===== src/rtl/ddr_cmd_pkg.sv =====
// rtl/ddr_cmd_pkg.sv - shared state encoding, burst geometry and default widths for the DDR command splitter
package ddr_cmd_pkg;

  typedef enum logic [2:0] {
    IDLE,
    WR_D0,
    WR_D1,
    WR_A,
    RD_ISSUE,
    RD_DRAIN,
    DONE
  } state_t;

  localparam int BURST_BEATS = 2;
  localparam int ADDR_STEP   = 8;

  localparam int DEF_ADDR_W  = 30;
  localparam int DEF_DATA_W  = 256;
  localparam int DEF_LEN_W   = 16;

endpackage


===== src/rtl/ddr_rd_return_cnt.sv =====
// rtl/ddr_rd_return_cnt.sv - counts read beats returned by the DDR side and flags when the transfer is complete
module ddr_rd_return_cnt
  import ddr_cmd_pkg::*;
#(
  parameter int LEN_W = DEF_LEN_W
) (
  input  logic           clk,
  input  logic           rst_n,
  input  logic           clr,
  input  logic           inc,
  input  logic [LEN_W:0] target,
  output logic           reached
);

  logic [LEN_W:0] cnt_q;

  // Restart at every accepted request, then advance once per returned beat
  always_ff @(posedge clk or negedge rst_n) begin
    if (!rst_n) begin
      cnt_q <= '0;
    end else if (clr) begin
      cnt_q <= '0;
    end else if (inc) begin
      cnt_q <= cnt_q + (LEN_W + 1)'(1);
    end
  end

  assign reached = (cnt_q == target);

endmodule


===== src/rtl/ddr_cmd_splitter.sv =====
// rtl/ddr_cmd_splitter.sv - splits a transfer into 2-beat DDR bursts; DDR_CMD_ADDR_CHK_EN adds err for misaligned or empty requests
module ddr_cmd_splitter
  import ddr_cmd_pkg::*;
#(
  parameter int ADDR_W = DEF_ADDR_W,
  parameter int DATA_W = DEF_DATA_W,
  parameter int LEN_W  = DEF_LEN_W
) (
  input  logic              clk,
  input  logic              rst_n,
  input  logic              phy_init_done,
  input  logic              req_valid,
  output logic              req_ready,
  input  logic              req_wr,
  input  logic [ADDR_W-1:0] req_addr,
  input  logic [LEN_W-1:0]  req_len,
  input  logic              uw_valid,
  output logic              uw_ready,
  input  logic [DATA_W-1:0] uw_data,
  output logic              ur_valid,
  output logic [DATA_W-1:0] ur_data,
  output logic              done,
`ifdef DDR_CMD_ADDR_CHK_EN
  output logic              err,
`endif
  output logic              waddr_fifo_wr_en,
  output logic [ADDR_W-1:0] waddr_fifo_din,
  input  logic              waddr_fifo_full,
  output logic              wdata_fifo_wr_en,
  output logic [DATA_W-1:0] wdata_fifo_din,
  input  logic              wdata_fifo_full,
  output logic              raddr_fifo_wr_en,
  output logic [ADDR_W-1:0] raddr_fifo_din,
  input  logic              raddr_fifo_full,
  output logic              rdata_fifo_rd_en,
  input  logic [DATA_W-1:0] rdata_fifo_dout,
  input  logic              rdata_fifo_empty,
  input  logic              rdata_fifo_valid
);

  localparam logic [ADDR_W-1:0] ADDR_MASK = ~ADDR_W'(ADDR_STEP - 1);

  state_t            state_q, state_d;
  logic              run_q;
  logic [ADDR_W-1:0] addr_q;
  logic [LEN_W-1:0]  rem_q;
  logic [LEN_W-1:0]  len_q;
  logic              accept;
  logic              step;
  logic              bad;
  logic              last_burst;
  logic              rd_phase;
  logic              reached;
  logic [LEN_W:0]    target;

  assign last_burst = (rem_q == LEN_W'(1));
  assign rd_phase   = (state_q == RD_ISSUE) || (state_q == RD_DRAIN);
  assign target     = (LEN_W + 1)'(len_q) * (LEN_W + 1)'(BURST_BEATS);

`ifdef DDR_CMD_ADDR_CHK_EN
  assign bad = (req_addr[2:0] != 3'b000) || (req_len == '0);

  // Rejected requests are reported one cycle after acceptance
  always_ff @(posedge clk or negedge rst_n) begin
    if (!rst_n) err <= 1'b0;
    else        err <= accept & bad;
  end
`else
  assign bad = 1'b0;
`endif

  // Holds req_ready low until the first clock after reset is released
  always_ff @(posedge clk or negedge rst_n) begin
    if (!rst_n) run_q <= 1'b0;
    else        run_q <= 1'b1;
  end

  // State register
  always_ff @(posedge clk or negedge rst_n) begin
    if (!rst_n) state_q <= IDLE;
    else        state_q <= state_d;
  end

  // Next-state decode and per-state handshake/push strobes
  always_comb begin
    state_d          = state_q;
    req_ready        = 1'b0;
    uw_ready         = 1'b0;
    wdata_fifo_wr_en = 1'b0;
    waddr_fifo_wr_en = 1'b0;
    raddr_fifo_wr_en = 1'b0;
    rdata_fifo_rd_en = 1'b0;
    done             = 1'b0;
    accept           = 1'b0;
    step             = 1'b0;
    case (state_q)
      IDLE: begin
        req_ready = run_q & phy_init_done;
        if (req_valid && req_ready) begin
          accept = 1'b1;
          if (bad)                state_d = IDLE;
          else if (req_len == '0) state_d = DONE;
          else if (req_wr)        state_d = WR_D0;
          else                    state_d = RD_ISSUE;
        end
      end
      WR_D0, WR_D1: begin
        uw_ready = ~wdata_fifo_full;
        if (uw_valid && !wdata_fifo_full) begin
          wdata_fifo_wr_en = 1'b1;
          state_d          = (state_q == WR_D0) ? WR_D1 : WR_A;
        end
      end
      WR_A: begin
        // Address goes out only after both beats of its burst are queued
        if (!waddr_fifo_full) begin
          waddr_fifo_wr_en = 1'b1;
          step             = 1'b1;
          state_d          = last_burst ? DONE : WR_D0;
        end
      end
      RD_ISSUE: begin
        rdata_fifo_rd_en = ~rdata_fifo_empty & ~reached;
        if (!raddr_fifo_full) begin
          raddr_fifo_wr_en = 1'b1;
          step             = 1'b1;
          if (last_burst) state_d = RD_DRAIN;
        end
      end
      RD_DRAIN: begin
        rdata_fifo_rd_en = ~rdata_fifo_empty & ~reached;
        if (reached) state_d = DONE;
      end
      DONE: begin
        done    = 1'b1;
        state_d = IDLE;
      end
      default: state_d = IDLE;
    endcase
  end

  assign wdata_fifo_din = wdata_fifo_wr_en ? uw_data : '0;
  assign waddr_fifo_din = waddr_fifo_wr_en ? addr_q  : '0;
  assign raddr_fifo_din = raddr_fifo_wr_en ? addr_q  : '0;

  // Latch the request, then walk the burst address (wrapping) and remaining count per push
  always_ff @(posedge clk or negedge rst_n) begin
    if (!rst_n) begin
      addr_q <= '0;
      rem_q  <= '0;
      len_q  <= '0;
    end else if (accept) begin
      addr_q <= req_addr & ADDR_MASK;
      rem_q  <= req_len;
      len_q  <= req_len;
    end else if (step) begin
      addr_q <= addr_q + ADDR_W'(ADDR_STEP);
      rem_q  <= rem_q - LEN_W'(1);
    end
  end

  // Read beats are forwarded to the user one cycle after the FIFO presents them
  always_ff @(posedge clk or negedge rst_n) begin
    if (!rst_n) begin
      ur_valid <= 1'b0;
      ur_data  <= '0;
    end else begin
      ur_valid <= rdata_fifo_valid;
      ur_data  <= rdata_fifo_dout;
    end
  end

  ddr_rd_return_cnt #(
    .LEN_W (LEN_W)
  ) u_rd_return_cnt (
    .clk     (clk),
    .rst_n   (rst_n),
    .clr     (accept),
    .inc     (rdata_fifo_valid & rd_phase),
    .target  (target),
    .reached (reached)
  );

endmodule


===== config.mk =====
export PLATFORM = sky130hd
export DESIGN_NAME = ddr_cmd_splitter
export DESIGN_NICKNAME = d
export VERILOG_FILES = /design/src/rtl/ddr_cmd_pkg.sv /design/src/rtl/ddr_rd_return_cnt.sv /design/src/rtl/ddr_cmd_splitter.sv
export SDC_FILE = /design/constraint.sdc
export NUM_CORES = 1
export LEC_CHECK = 0
export CAP_MARGIN = 25
export CORE_AREA = 5 5 444 446
export CTS_CLUSTER_DIAMETER = 150
export CTS_CLUSTER_SIZE = 14
export DETAILED_ROUTE_END_ITERATION = 12
export DIE_AREA = 0 0 449 451
export PLACE_DENSITY = 0.34
export SLEW_MARGIN = 0
export SYNTH_ARGS = -nofsm -noshare
export SYNTH_HDL_FRONTEND = slang
export SYNTH_SLANG_ARGS = --single-unit

===== constraint.sdc =====
create_clock -name clk -period 3.8 [get_ports clk]
set_input_delay 0.76 -clock clk [delete_from_list [all_inputs] [get_ports clk]]
set_output_delay 0.76 -clock clk [all_outputs]
set_load 0.01 [all_outputs]

# ---- After elaboration in Yosys (flattened, before gate mapping)
# Cells that the tools add are included.
dict set report totals {
  latch_bits 0
  rom_bits 0
  ff_bits 340
  mem_bits_rw 0
  output_inout_bits 580
  elab_cells 75
  mem_count 0
  input_bits 569
}
dict set report classes {
  mux 33
  n_eq_ne 14
  n_bitwise 6
  n_shift 0
  reduce_logical 11
  addsub 3
  div_mod_pow 0
  magnitude_cmp 0
  mul 0
}
# cell count
set ops {}
lappend ops {{$mux 256} 1}
lappend ops {{$mux 30} 4}
lappend ops {{$mux 17} 2}
lappend ops {{$mux 16} 2}
lappend ops {{$add 30x4->30 const B} 1}
lappend ops {{$mux 3} 9}
lappend ops {{$add 17x1->17 const B} 1}
lappend ops {{$eq 17x17->1} 1}
lappend ops {{$eq 16x1->1 const B} 1}
lappend ops {{$logic_not 16->1} 1}
lappend ops {{$sub 16x1->16 const B} 1}
lappend ops {{$pmux 3 s5} 1}
lappend ops {{$mux 1} 13}
lappend ops {{$ne 2x2->1 const B} 6}
lappend ops {{$eq 3x3->1 const B} 3}
lappend ops {{$eq 3x2->1 const B} 2}
lappend ops {{$reduce_and 6->1} 1}
lappend ops {{$reduce_bool 2->1} 2}
lappend ops {{$reduce_or 2->1} 2}
lappend ops {{$and 1x1->1} 3}
lappend ops {{$eq 3x1->1 const B} 1}
lappend ops {{$logic_not 3->1} 1}
lappend ops {{$not 1->1} 3}
lappend ops {{$logic_and 1x1->1} 2}
lappend ops {{other kinds (3)} 3}

# ---- Logic depth before layout (Yosys ltp)
dict set report depth {
  ltp_word 5
  depth_mapped 8
  depth_no_buf 6
}

# ---- Cells and area by module
# From an unflattened synthesis, not the netlist that was laid out.
dict set report unflattened {
  hier_cells 1144
  hier_area_um2 13236.4
}
# mod area_each_um2 cells_each instances seq_area_each_um2
set modules_own_cells {}
lappend modules_own_cells {ddr_cmd_splitter 12187.9 1037 1 8007.7}
lappend modules_own_cells {ddr_rd_return_cnt 1048.5 107 1 425.4}

# ---- Least setup slack after synthesis
# No wires, ideal clock.
dict set report synth_timing {
  kind {input -> output}
  startpoint {in raddr_fifo_full}
  endpoint {out raddr_fifo_din[10]}
  arrival_ns 1.849
  setup_slack_ns 1.191
  path_stages 4
  required_ns 3.040
  path_buffers 2
  cell_sequence {nor4b_4 clkbuf_1 clkbuf_1 and2_1}
}
dict set report synth_via {
  elab_chain_len 3
}
# element line
set synth_lines {}
lappend synth_lines {{start, declared} ddr_cmd_splitter.sv:34} ;# input logic raddr_fifo_full,
lappend synth_lines {{$mux 1} ddr_cmd_splitter.sv:124} ;# if (!raddr_fifo_full) begin
lappend synth_lines {{$mux 1} ddr_cmd_splitter.sv:96} ;# case (state_q)
lappend synth_lines {{$mux 30} ddr_cmd_splitter.sv:144} ;# assign raddr_fifo_din = raddr_fifo_wr_en ? addr_q : '0;
lappend synth_lines {{end, declared} ddr_cmd_splitter.sv:33} ;# output logic [ADDR_W-1:0] raddr_fifo_din,
# No other way between the ends.

# ---- Worst setup path after layout
dict set report layout_timing {
  startpoint {in wdata_fifo_full}
  endpoint {out wdata_fifo_din[20]}
}
dict set report layout_via {
  elab_chain_len 5
}
# element line
set layout_lines {}
lappend layout_lines {{start, declared} ddr_cmd_splitter.sv:31} ;# input logic wdata_fifo_full,
lappend layout_lines {{$logic_not 1->1} ddr_cmd_splitter.sv:109} ;# if (uw_valid && !wdata_fifo_full) begin
lappend layout_lines {{$logic_and 1x1->1} ddr_cmd_splitter.sv:109}
lappend layout_lines {{$mux 1} ddr_cmd_splitter.sv:109}
lappend layout_lines {{$mux 1} ddr_cmd_splitter.sv:96}
lappend layout_lines {{$mux 256} ddr_cmd_splitter.sv:142} ;# assign wdata_fifo_din = wdata_fifo_wr_en ? uw_data : '0;
lappend layout_lines {{end, declared} ddr_cmd_splitter.sv:30} ;# output logic [DATA_W-1:0] wdata_fifo_din,
# No other way between the ends.

==> flow_metrics.py <==
metrics = {
    "status": {
        "status": "complete, no violations",
    },
    "synth": {
        "synthCells": 1131,
        "syn_area_per_cell_um2": 11.7,
        "synth_seq_cells": 337,
        "synth_edf_count": 0,
        "synth.yosys.seq_area_share": 0.639,
        "synthArstFlopShare": 1.00,
        "synthTopCellsByArea": "dfrtp_1, and3_1, xnor2_1, and2_1, nand2_1",
        "netlist_area_um2": 13200,
        "yosysTopAreaCell": "dfrtp_1",
        "synthDistinctLibCells": 59,
        "ys_warn_count": 0,
        "synth_top_area_frac": 0.639,
        "yosys_most_used_dff": "dfrtp_1",
    },
    "critical_path": {
        "reg2reg_slack_ns": 1.38,
        "worstSetupPathType": "input pin to output port",
        "cp.arrival_ns": 2.84,
        "cp.required_ns": 3.04,
        "r2r-start": "state_q[1]",
        "cp-start-kind": "input pin",
        "crit_path_end_kind": "output port",
        "ff2ff_path_depth": 7,
        "cp_max_fo": 53,
        "reg2reg_to": "addr_q[25]",
    },
    "routing": {
        "postRouteAntennaNets": 0,
        "wirelength_um": 117000,
        "num_vias": 13620,
        "drt_first_pass_iters": 4,
        "vias_per_cell": 2.83,
        "wire_per_inst_um": 24.3,
        "drc": 0,
        "detail_route.iter0.violations": 880,
    },
    "timing": {
        "min_period_ns": 3.60,
        "clock.fmax_mhz": 278,
        "tightest_slew_ns": 0.826,
        "slew_violations": 0,
        "tns_ns": 0,
        "setup_viol": 0,
        "rsz0062_at_grt": "no",
        "hold_violations": 0,
        "slew-limit-headroom": 0.445,
        "min_period_over_period": 0.947,
        "worst_clock_skew_ns": 0.0179,
        "fin_hold_ws_ns": 0.155,
    },
    "floorplan": {
        "pin_count": 1149,
        "die_x_um": 449,
        "start_util": 0.0687,
        "die_area_um2": 202000,
        "coreArea_um2": 192000,
        "die_y_um": 451,
        "num_rows": 161,
    },
    "grt": {
        "grt_pass1_wl_um": 150000,
        "track_usage": 0.109,
        "grt_pass1_vias": 14314,
        "grt_max_degree": 95,
        "gr-total-overflow": 0,
        "grt_antenna_before_repair": 64,
    },
    "clocking": {
        "cts_buffers": 29,
        "cts_tree": "built",
        "cts.path.max_buffers": 3,
        "cts_sinks": 337,
        "clock_latency_ns": 0.62,
        "root_buffer": "clkbuf_16",
        "holdBufCountCts": 0,
        "path_clk_slew_ns": 0.08,
        "cts-htree-levels": 1,
    },
    "final_layout": {
        "fin_area_um2": 28900,
        "fin_nets": 2833,
        "layout-drive-gt1-share": 0.0649,
        "area_growth_pct": 119,
    },
    "power_and_ir_drop": {
        "seqPwrFrac": 0.391,
        "intPower_w": 0.00773,
        "switchingPower_w": 0.00418,
        "comb_power_share": 0.362,
        "p_sw_frac": 0.351,
        "ir_worst_vdd_mv": 0.322,
        "powerDensity_nw_per_um2": 412,
        "clock_power_share": 0.247,
        "p_leak_nw": 11.5,
    },
    "placement": {
        "dp_hpwl_um": 101000,
        "gp_congestion": 0.870,
        "io_buffers": 1139,
        "placed_cell_area_um2": 28000,
    },
    "hold_path": {
        "hold_path_class": "input pin to async pin",
    },
    "flow_run": {
        "maxCapViolCount": 0,
    },
}
[metal layers]
layer / GRT usage / up-vias / share of wire
met5: 0.00237 / - / 0.00048
met4: 0.0264 / 8 / 0.018
li1: - / 6121 / -
met3: 0.0304 / 137 / 0.071
met1: 0.134 / 6712 / 0.41
met2: 0.189 / 642 / 0.50
[worst max-delay path by stage]
stage,start,to,cells past startpoint
final,wdata_fifo_full,wdata_fifo_din[20],7
after global routing,state_q[0],wdata_fifo_din[251],7
after CTS,state_q[2],wdata_fifo_din[247],6
after detailed placement,wdata_fifo_full,wdata_fifo_din[247],7
after global placement,wdata_fifo_full,wdata_fifo_din[246],7
after floorplan,raddr_fifo_full,raddr_fifo_din[10],4
[critical path, stage by stage]
cell and delay (ns):
clkdlybuf4s50_1 0.48, nor3_4 0.23, buf_12 0.18, buf_12 0.20
buf_12 0.22, and3_1 0.18, clkdlybuf4s50_1 0.55
[layout by cell type (no fill, tap or decap), types with 14 or more instances in the layout]
| cell type | count |
|---|---|
| and2_1 | 58 |
| and3_1 | 257 |
| buf_12 | 28 |
| buf_4 | 50 |
| clkbuf_16 | 29 |
| clkdlybuf4s50_1 | 1107 |
| dfrtp_1 | 335 |
| diode_2 | 21 |
| nand2_1 | 95 |
| nand3_1 | 17 |
| nor2_1 | 28 |
| o21ai_0 | 26 |
| o21ai_1 | 21 |
| xnor2_1 | 51 |
| xor2_1 | 14 |
[flip-flops by register name, indices dropped and copies added (netlist names)]
name	flops
ur_data	256
addr_q	27
u_rd_return_cnt.cnt_q	17
len_q	16
rem_q	16
state_q	3
run_q	1
ur_valid	1
[synthesized netlist by cell type, types with 3 or more instances]
cell type  instances
or3_1             11
nand2_1           95
buf_4              7
nor4_2             4
and3_1           257
or2_2              3
a21oi_1           13
nor2_1            28
and4_1             7
dfrtp_1          337
nor4_1            13
nand4_1            8
buf_2              7
nor3_1             6
ha_1               4
nor3_2            11
o21ai_1           21
inv_1             11
o21ai_0           26
clkbuf_1          76
xor2_1            14
and2_1            58
xnor2_1           51
nor2b_1            3
nand3_1           17
[metrics by stage]
step,utilization,instances,setup slack (ns),power [W]
after detailed placement,0.146,4751,0.187,0.00911
after CTS,0.150,4787,0.0831,0.0122
after floorplan,-,1136,1.19,0.00611
after global routing,0.150,4801,0.0802,0.0126
after global placement,0.146,4751,0.180,0.00913
final,0.150,4812,0.202,0.0119
[logic make-up after synthesis]
logic type / Yosys count / share of synthesized area
simple gates: 537 / 0.241
flops: 337 / 0.639
buf+inv: 105 / 0.0337
compound gates: 81 / 0.0385
xor+xnor: 65 / 0.0431
fa+ha+maj: 4 / 0.00379
other cells: 2 / 0.000569
[what timing repair did]
item,in CTS,in global routing
setup endpoints to repair,25,19
gates resized for setup,1,1
pin swaps,0,0
buffers inserted,0,4
[final cells by class]
cell class,instances,area [um2]
fillers,21655,163000
repair buffers,1187,12000
flip-flops and latches,337,8440
multi-input cells,694,4370
well taps,2526,3160
clock buffers,31,733
clock inverters,5,78.8
diodes,21,52.6
inverters,11,41.3
[power groups by stage]
stage                     registers, W  logic (W)  clock network [W]
final                          0.00466    0.00431            0.00294
after global routing           0.00474    0.00465            0.00323
after CTS                      0.00471    0.00436            0.00314
after detailed placement       0.00477    0.00434                  0
after global placement         0.00477    0.00436                  0
after floorplan                0.00448    0.00163                  0
Power figures use the tool's default switching activity.
